==> src/rtl/ram_loader_ctrl_if.sv <==
// Host-to-loader byte stream: valid/ready handshake carrying one DATA_W byte.
interface ram_loader_ctrl_if #(
    parameter int DATA_W = 8
) ();
    logic [DATA_W-1:0] in_data;
    logic              in_valid;
    logic              in_ready;

    modport master (output in_data, output in_valid, input in_ready);
    modport slave  (input in_data, input in_valid, output in_ready);
endinterface

==> src/rtl/ram_loader_ctrl.sv <==
// Program RAM loader: streams bytes into the RAM programming port, checks the host
// checksum, reads the region back and holds the CPU off the RAM while busy.
module ram_loader_ctrl #(
    parameter int ADDR_W = 4,
    parameter int DATA_W = 8
) (
    input  logic              clk,
    input  logic              rst,
    input  logic              start,
    input  logic [ADDR_W-1:0] start_addr,
    input  logic [ADDR_W-1:0] len_m1,
    ram_loader_ctrl_if.slave  stream,
    input  logic [ADDR_W-1:0] cpu_addr,
    input  logic              cpu_w_en,
    output logic [ADDR_W-1:0] ram_address,
    output logic              ram_w_en,
    output logic              ram_prog_mode,
    output logic [ADDR_W-1:0] ram_prog_addr,
    output logic [DATA_W-1:0] ram_w_data,
    input  logic [DATA_W-1:0] ram_r_data,
    output logic              cpu_hold,
    output logic              busy,
    output logic              done,
    output logic [1:0]        err,
    output logic [DATA_W-1:0] checksum
);

    typedef enum logic [1:0] {IDLE, LOAD, CHK, VERIFY} state_t;

    state_t            state_q;
    logic [ADDR_W-1:0] ptr_q, base_q, rem_q, cnt_q;
    logic [DATA_W-1:0] sum_q, rb_sum_q, rb_sum_d, checksum_q;
    logic [ADDR_W-1:0] prog_addr_q;
    logic [DATA_W-1:0] w_data_q;
    logic              prog_mode_q, busy_q, hold_q, done_q;
    logic [1:0]        err_q;
    logic              addr_act_q, rd_valid_q;
    logic              accept;

    assign stream.in_ready = (state_q == LOAD) || (state_q == CHK);
    assign accept          = stream.in_valid && stream.in_ready;
    assign rb_sum_d        = rb_sum_q + ram_r_data;

    assign ram_address   = hold_q ? ptr_q : cpu_addr;
    assign ram_w_en      = cpu_w_en & ~hold_q;
    assign ram_prog_mode = prog_mode_q;
    assign ram_prog_addr = prog_addr_q;
    assign ram_w_data    = w_data_q;
    assign cpu_hold      = hold_q;
    assign busy          = busy_q;
    assign done          = done_q;
    assign err           = err_q;
    assign checksum      = checksum_q;

    always_ff @(posedge clk) begin
        if (!rst) begin
            state_q     <= IDLE;
            ptr_q       <= '0;
            base_q      <= '0;
            rem_q       <= '0;
            cnt_q       <= '0;
            sum_q       <= '0;
            rb_sum_q    <= '0;
            checksum_q  <= '0;
            prog_addr_q <= '0;
            w_data_q    <= '0;
            prog_mode_q <= 1'b0;
            busy_q      <= 1'b0;
            hold_q      <= 1'b0;
            done_q      <= 1'b0;
            err_q       <= '0;
            addr_act_q  <= 1'b0;
            rd_valid_q  <= 1'b0;
        end else begin
            prog_mode_q <= 1'b0;
            case (state_q)
                IDLE: begin
                    if (start) begin
                        ptr_q    <= start_addr;
                        base_q   <= start_addr;
                        rem_q    <= len_m1;
                        cnt_q    <= len_m1;
                        sum_q    <= '0;
                        rb_sum_q <= '0;
                        done_q   <= 1'b0;
                        err_q    <= '0;
                        busy_q   <= 1'b1;
                        hold_q   <= 1'b1;
                        state_q  <= LOAD;
                    end
                end
                LOAD: begin
                    if (accept) begin
                        prog_mode_q <= 1'b1;
                        prog_addr_q <= ptr_q;
                        w_data_q    <= stream.in_data;
                        sum_q       <= sum_q + stream.in_data;
                        ptr_q       <= ptr_q + ADDR_W'(1);
                        if (rem_q == '0) state_q <= CHK;
                        else             rem_q   <= rem_q - ADDR_W'(1);
                    end
                end
                CHK: begin
                    if (accept) begin
                        err_q[0]   <= (stream.in_data != sum_q);
                        checksum_q <= sum_q;
                        ptr_q      <= base_q;
                        addr_act_q <= 1'b1;
                        rd_valid_q <= 1'b0;
                        state_q    <= VERIFY;
                    end
                end
                VERIFY: begin
                    // Address phase runs N cycles; read data trails by one, so the
                    // final cycle (address phase over) folds in the last byte.
                    rd_valid_q <= addr_act_q;
                    if (addr_act_q) begin
                        ptr_q <= ptr_q + ADDR_W'(1);
                        if (cnt_q == '0) addr_act_q <= 1'b0;
                        else             cnt_q      <= cnt_q - ADDR_W'(1);
                    end
                    if (rd_valid_q) rb_sum_q <= rb_sum_d;
                    if (!addr_act_q) begin
                        err_q[1] <= (rb_sum_d != sum_q);
                        done_q   <= ~err_q[0] & (rb_sum_d == sum_q);
                        busy_q   <= 1'b0;
                        hold_q   <= 1'b0;
                        state_q  <= IDLE;
                    end
                end
                default: state_q <= IDLE;
            endcase
        end
    end

endmodule

==> src/flat_wrapper.sv <==
// flat-port wrapper written by rule: the top's interface ports become plain ports
module ram_loader_ctrl_flat 
#(
    parameter int ADDR_W = 4,
    parameter int DATA_W = 8
)
  (clk, rst, start, start_addr, len_m1, cpu_addr, cpu_w_en, ram_address, ram_w_en, ram_prog_mode, ram_prog_addr, ram_w_data, ram_r_data, cpu_hold, busy, done, err, checksum, stream_in_data, stream_in_valid, stream_in_ready);
  ram_loader_ctrl_if #(.DATA_W(DATA_W)) stream_i ();
  input  logic clk;
  input  logic rst;
  input  logic start;
  input  logic [ADDR_W-1:0] start_addr;
  input  logic [ADDR_W-1:0] len_m1;
  input  logic [ADDR_W-1:0] cpu_addr;
  input  logic cpu_w_en;
  output logic [ADDR_W-1:0] ram_address;
  output logic ram_w_en;
  output logic ram_prog_mode;
  output logic [ADDR_W-1:0] ram_prog_addr;
  output logic [DATA_W-1:0] ram_w_data;
  input  logic [DATA_W-1:0] ram_r_data;
  output logic cpu_hold;
  output logic busy;
  output logic done;
  output logic [1:0] err;
  output logic [DATA_W-1:0] checksum;
  input wire logic [$bits(stream_i.in_data)-1:0] stream_in_data;
  input wire logic [$bits(stream_i.in_valid)-1:0] stream_in_valid;
  output wire logic [$bits(stream_i.in_ready)-1:0] stream_in_ready;
  assign stream_i.in_data = stream_in_data;
  assign stream_i.in_valid = stream_in_valid;
  assign stream_in_ready = stream_i.in_ready;
  ram_loader_ctrl #(.ADDR_W(ADDR_W), .DATA_W(DATA_W)) u_core (.clk(clk), .rst(rst), .start(start), .start_addr(start_addr), .len_m1(len_m1), .stream(stream_i), .cpu_addr(cpu_addr), .cpu_w_en(cpu_w_en), .ram_address(ram_address), .ram_w_en(ram_w_en), .ram_prog_mode(ram_prog_mode), .ram_prog_addr(ram_prog_addr), .ram_w_data(ram_w_data), .ram_r_data(ram_r_data), .cpu_hold(cpu_hold), .busy(busy), .done(done), .err(err), .checksum(checksum));
endmodule
==> config.mk <==
export PLATFORM = sky130hd
export DESIGN_NAME = ram_loader_ctrl_flat
export DESIGN_NICKNAME = d
export VERILOG_FILES = /design/src/rtl/ram_loader_ctrl_if.sv /design/src/rtl/ram_loader_ctrl.sv /design/src/flat_wrapper.sv
export SDC_FILE = /design/constraint.sdc
export NUM_CORES = 1
export LEC_CHECK = 0
export CAP_MARGIN = 5
export CORE_MARGIN = 8
export CORE_UTILIZATION = 49
export CTS_BUF_LIST = sky130_fd_sc_hd__clkbuf_2
export DETAILED_ROUTE_END_ITERATION = 10
export HOLD_SLACK_MARGIN = 0.08
export PLACE_DENSITY = 0.86
export SLEW_MARGIN = 10
export SYNTH_ARGS = -nofsm -noshare
export SYNTH_HDL_FRONTEND = slang
export SYNTH_SLANG_ARGS = --single-unit
==> constraint.sdc <==
create_clock -name clk -period 2.18 [get_ports clk]
set_clock_uncertainty 0.05 [all_clocks]
set_input_delay 0.218 -clock clk [delete_from_list [all_inputs] [get_ports clk]]
set_output_delay 0.218 -clock clk [all_outputs]
set_load 0.02 [all_outputs]
Word level (Yosys, flattened, before mapping) --
Index checks and enable logic that the tools add are counted.
Storage, ports and cells: register bits 61, input port bits 33, output and inout port bits 32, word-level logic and storage cells 105
Operators by class: add/sub/neg operators 5, equality and inequality tests 15, multiplexer cells 42, bitwise operators 4, reductions and logical operators 22
Operators with widths (count):
- $mux 4 | 10
- $pmux 8 s2 | 2
- $mux 8 | 3
- $add 8x8->8 | 2
- $ne 8x8->1 | 2
- $pmux 4 s2 | 2
- $pmux 4 s4 | 1
- $mux 2 | 6
- $pmux 1 s2 | 6
- $reduce_and 3->1 | 4
- $reduce_and 4->1 | 3
- $mux 1 | 11
- $ne 2x2->1 const B | 5
- $reduce_and 2->1 | 5
- $eq 8x8->1 | 1
- $logic_not 4->1 | 2
- $ne 2x1->1 const B | 4
- $pmux 2 s4 | 1
- $reduce_bool 2->1 | 4
- $sub 4x1->4 const B | 2
- $reduce_and 5->1 | 1
- $add 4x1->4 const B | 1
- $eq 2x2->1 const B | 2
- $and 1x1->1 | 2
- 5 further kinds | 6

Longest topological paths before layout --
depth after elaboration 5, gate-level depth with buffers 9, gate-level depth less buffers 8

Least setup slack after synthesis --
No wires, ideal clock.
kind register to register, start point register u_core.rb_sum_q[0], end point register u_core.err_q[1] (netlist: u_core.err[1]), setup time 0.130 ns, data arrival time 2.175 ns, data required time 2.000 ns, path slack -0.176 ns, cell stages (with the launch flop) 9, path buffers 0, cells stage by stage dfxtp_1 > ha_1 > fa_1 > a21o_1 > a21oi_2 > xnor3_1 > or4_1 > nor4_2 > a31oi_1
Between the ends: cells in the longest elaborated chain, start to end 4
RTL lines:
- start: declaration | RTL line ram_loader_ctrl.sv:32 | logic [DATA_W-1:0] sum_q, rb_sum_q, rb_sum_d, checksum_q;
- start signal: assignment | RTL line ram_loader_ctrl.sv:122 | if (rd_valid_q) rb_sum_q <= rb_sum_d;
- $add 8x8->8 | RTL line ram_loader_ctrl.sv:42 | assign rb_sum_d = rb_sum_q + ram_r_data;
- $ne 8x8->1 | RTL line ram_loader_ctrl.sv:124 | err_q[1] <= (rb_sum_d != sum_q);
- $mux 1 | RTL line ram_loader_ctrl.sv:123 | if (!addr_act_q) begin
- $pmux 1 s2 | RTL line ram_loader_ctrl.sv:76 | case (state_q)
- end signal: assignment | RTL line ram_loader_ctrl.sv:124
- end: declaration | RTL line ram_loader_ctrl.sv:36 | logic [1:0] err_q;
Every way passes these cells. The select of a mux whose other input is x is not followed. A chain may end at the register's enable or synchronous reset.

Final worst setup path --
Same ends and word-level chain as after synthesis.

==> reports/qor.txt <==
run status: finished, violations left
violations in the final reports: negative setup slack
number of buffers between clock root and the deepest sink: 2
first-pass GRT wire length: 15600 microns
per-instance average area after synthesis: 8.44 sq um
most area-hungry cell type in the Yosys netlist: dfxtp_1
number of cell instances on the worst register-to-register path: 8
Peak VDD IR: 0.000608 V
post-synth design cell area: 3520 sq um
biggest cell delay along the critical path: 440 ps
part of the total power dissipated in the clock network: 15.7%
share of total power in combinational logic: 49.3%
CP Buf/Inv Count: 0
cell with the largest stage delay on the worst path: or4_4
Final period util: 109%
Levels on crit path: 8
total via count after detailed routing: 3312
Critical R2R Launch: u_core.rb_sum_q[0]$_SDFFE_PN0P_
die height: 101 microns
number of synthesized register bits: 61
number of core rows: 31
remaining number of nets flagged by the antenna check after routing: 0
cell count after synthesis: 417
P_sw: 1.73 mW
number of top-level pins: 65
width of the chip: 101 microns
net switching fraction of the power: 41.3%
Std-Cell Core Area: 7100 sq um
Post-synth top flop: dfxtp_1
CTS tree: yes
Setup crit start kind: flip-flop
cell internal pwr: 2.45 mW
full die area: 10200 sq um
Worst-Skew Late Latency: 500 ps
RR Endpoint: u_core.err[1]$_SDFFE_PN0P_
total power after layout: 4.18 mW
aggregate global-route resource usage: 19.2%
number of I/O port buffers: 64
number of cells after detailed placement: 602
number of max-slew violations in the final report: 0
pin count of the biggest net entering global routing: 29
source of the critical timing path: u_core.rb_sum_q[0]$_SDFFE_PN0P_
cts hold-fix bufs: 0
Remaining Overflow, GRT: 0
critical-path maximum fanout: 3
final number of hold-violating endpoints: 0
worst min path class: primary input to flip-flop
DRC marker count from the first detailed-route iteration: 201
number of detailed-routing iterations run before antenna repair: 4
Slew @ Worst Pin: 676 ps
worst slew slack as a fraction of its limit: 54.7%
cts bufs inserted: 9
leakage power: 1.91 nW
kind of end point of the critical path: flip-flop
part of the total power dissipated in sequential elements: 35.0%
core utilization of the finished layout: 66.3%
effective utilization at floorplan: 49.6%
CTS root buffer: clkbuf_2
fraction of layout instances using a drive strength above 1: 17.0%
worst path cell trace: ha_4, fa_2, a21o_1, a21oi_2, xnor3_1, or4_4, nor4_4, a31oi_1
number of setup violations in the final report: 2
GPL Wtd Cong: 0.874
post-route DRC violation count: 0
total power per unit cell area: 887 nW/um^2
area overhead of the layout relative to synthesis: 33.8%
number of max-capacitance violations reported: 0
post-CTS clock slew at the launch and capture registers of the worst setup and hold paths: 180 ps
destination of the critical timing path: u_core.err[1]$_SDFFE_PN0P_
antenna violations before repair: 0
final sum of negative setup slack: -370 ps
cell area after layout: 4710 sq um
most common cell after layout, fill and taps aside: nand2_1
ANT cells: 0
register area share after synthesis: 34.7%
minimum period implied by the final worst setup slack: 2370 ps
routed vias/inst: 5.33
required time at the endpoint of the critical path: 2520 ps
top library cells by usage in the layout, fill and taps aside: nand2_1 (72), clkdlybuf4s50_1 (62), dfxtp_1 (57)
async set-reset flop share out of synthesis: 0%
main area contributors after synthesis: dfxtp_1 (35%), nand2_1 (7.7%), ha_1 (7.5%)
critical path start-end classification: flip-flop to flip-flop
Yosys warning count: 0
achievable clock frequency: 422 MHz
number of global-route vias before repair: 3334
Net count, final: 574
proportion of netlist area held by the largest area contributor: 34.7%
DRT Wirelength: 9390 microns
non-filler instance count after layout: 621
post-route worst setup slack: -190 ps
number of enable flip-flop cells after synthesis: 0
H-tree level count: 3
delay-heaviest family, CP: simple AND/OR/NAND/NOR gates
slack of the worst reg-to-reg path: -190 ps
routed len/inst: 15.1 microns
nets in the synthesized netlist: 473
RSZ-0062 raised after global routing: true
HPWL after detailed placement: 7150 microns
number of sinks driven by the clock tree: 61
placement-stage cell area: 4530 sq um
Arrival @ worst endpoint: 2710 ps
count of different cell masters after synthesis: 61
[registers in the layout, indices dropped and copies added (netlist names), 4 cells and up]
signal,flops
u_core.cnt_q,4
u_core.base_q,4
u_core.ptr_q,4
u_core.rb_sum_q,8
u_core.ram_prog_addr,4
u_core.checksum,8
u_core.sum_q,8
u_core.rem_q,4
u_core.ram_w_data,8
[final cells by class]
class	count	area (sq um)
fillers	573	2390
flip-flops and latches	61	1230
inverters	13	48.8
repair buffers	108	972
well taps	99	124
clock buffers	10	50.0
clock inverters	5	52.6
multi-input cells	325	2230
[cell usage after synthesis (2+ instances only)]
master and instances:
a21boi_0 20, a21o_1 3, a21oi_1 23, a21oi_2 2, a221oi_1 3, a22oi_1 8, a2bb2oi_1 2, and2_1 9
and3_1 2, buf_2 2, clkbuf_1 14, clkinv_1 2, dfxtp_1 61, fa_1 2, ha_1 21, inv_1 11
mux2_2 5, mux2i_1 7, nand2_1 72, nand2b_1 4, nand3_1 10, nand3b_1 2, nand4_1 2, nor2_1 26
nor2b_1 17, nor3_1 3, nor4_1 2, o2111ai_1 2, o21a_1 2, o21ai_0 24, o21ai_1 2, o21bai_1 3
o311a_1 2, or2_2 2, xnor2_1 11, xnor3_1 3, xor2_1 7
[logic make-up (layout without fill, tap and decap cells)]
| kind of cell | Yosys count | count (layout) | synth area share [%] |
|---|---|---|---|
| XOR/XNOR | 21 | 21 | 6.40 |
| flip-flops | 61 | 61 | 34.7 |
| AO/OA/AOI/OAI | 109 | 109 | 21.4 |
| multiplexers | 12 | 12 | 3.59 |
| buffers and inverters | 31 | 136 | 3.48 |
| AND/OR/NAND/NOR | 160 | 160 | 21.8 |
| adder cells (fa/ha/maj) | 23 | 23 | 8.60 |
[worst min path at each step]
stage	start	endpoint	slack, ps	cells past startpoint
2_1_floorplan	stream_in_data[0]	u_core.ram_w_data[0]$_SDFFE_PN0P_	300	2
3_3_place_gp	u_core.ram_prog_addr[1]$_SDFFE_PN0P_	u_core.ram_prog_addr[1]$_SDFFE_PN0P_	390	2
3_5_place_dp	u_core.ram_w_data[0]$_SDFFE_PN0P_	u_core.ram_w_data[0]$_SDFFE_PN0P_	400	2
4_1_cts	start_addr[1]	u_core.base_q[1]$_SDFFE_PN0P_	240	3
5_1_grt	start_addr[1]	u_core.base_q[1]$_SDFFE_PN0P_	260	3
6_report	stream_in_data[0]	u_core.ram_w_data[0]$_SDFFE_PN0P_	280	3
[power by group through the flow]
stage | clock (mW) | sequential (mW) | combinational (mW)
2_1_floorplan | 0 | 1.46 | 1.29
3_3_place_gp | 0 | 1.46 | 1.92
3_5_place_dp | 0 | 1.47 | 1.98
4_1_cts | 0.674 | 1.46 | 1.98
5_1_grt | 0.720 | 1.49 | 2.28
6_report | 0.658 | 1.46 | 2.06
[worst min-delay path, cell delays in order]
cell	delay, ps
clkdlybuf4s50_1	450
nand2_1	80
a21oi_1	50
[per-stage QoR]
step / hold slack [ps] / worst slack, ps
after floorplan: 304 / -63.1
after global placement: 393 / -485
after detailed placement: 400 / -553
after CTS: 245 / -179
after global routing: 263 / -285
final: 279 / -190
[routing by layer]
| layer | part of all wire [%] | vias to the layer above | global-route usage (%) |
|---|---|---|---|
| met3 | 7.6 | 24 | 5.73 |
| met1 | 42 | 1537 | 22.2 |
| met4 | 2.7 | 0 | 7.33 |
| met2 | 48 | 97 | 32.3 |
| li1 | - | 1654 | - |
| met5 | 0 | - | 0 |
[repair_timing]
item	in CTS	in global routing
gates resized for setup	3	14
gates cloned	0	0
hold endpoints to repair	0	0
setup buffers	3	1
pin swaps	1	2
setup endpoints to repair	7	13
No activity file was read; power rests on OpenSTA's default activity.
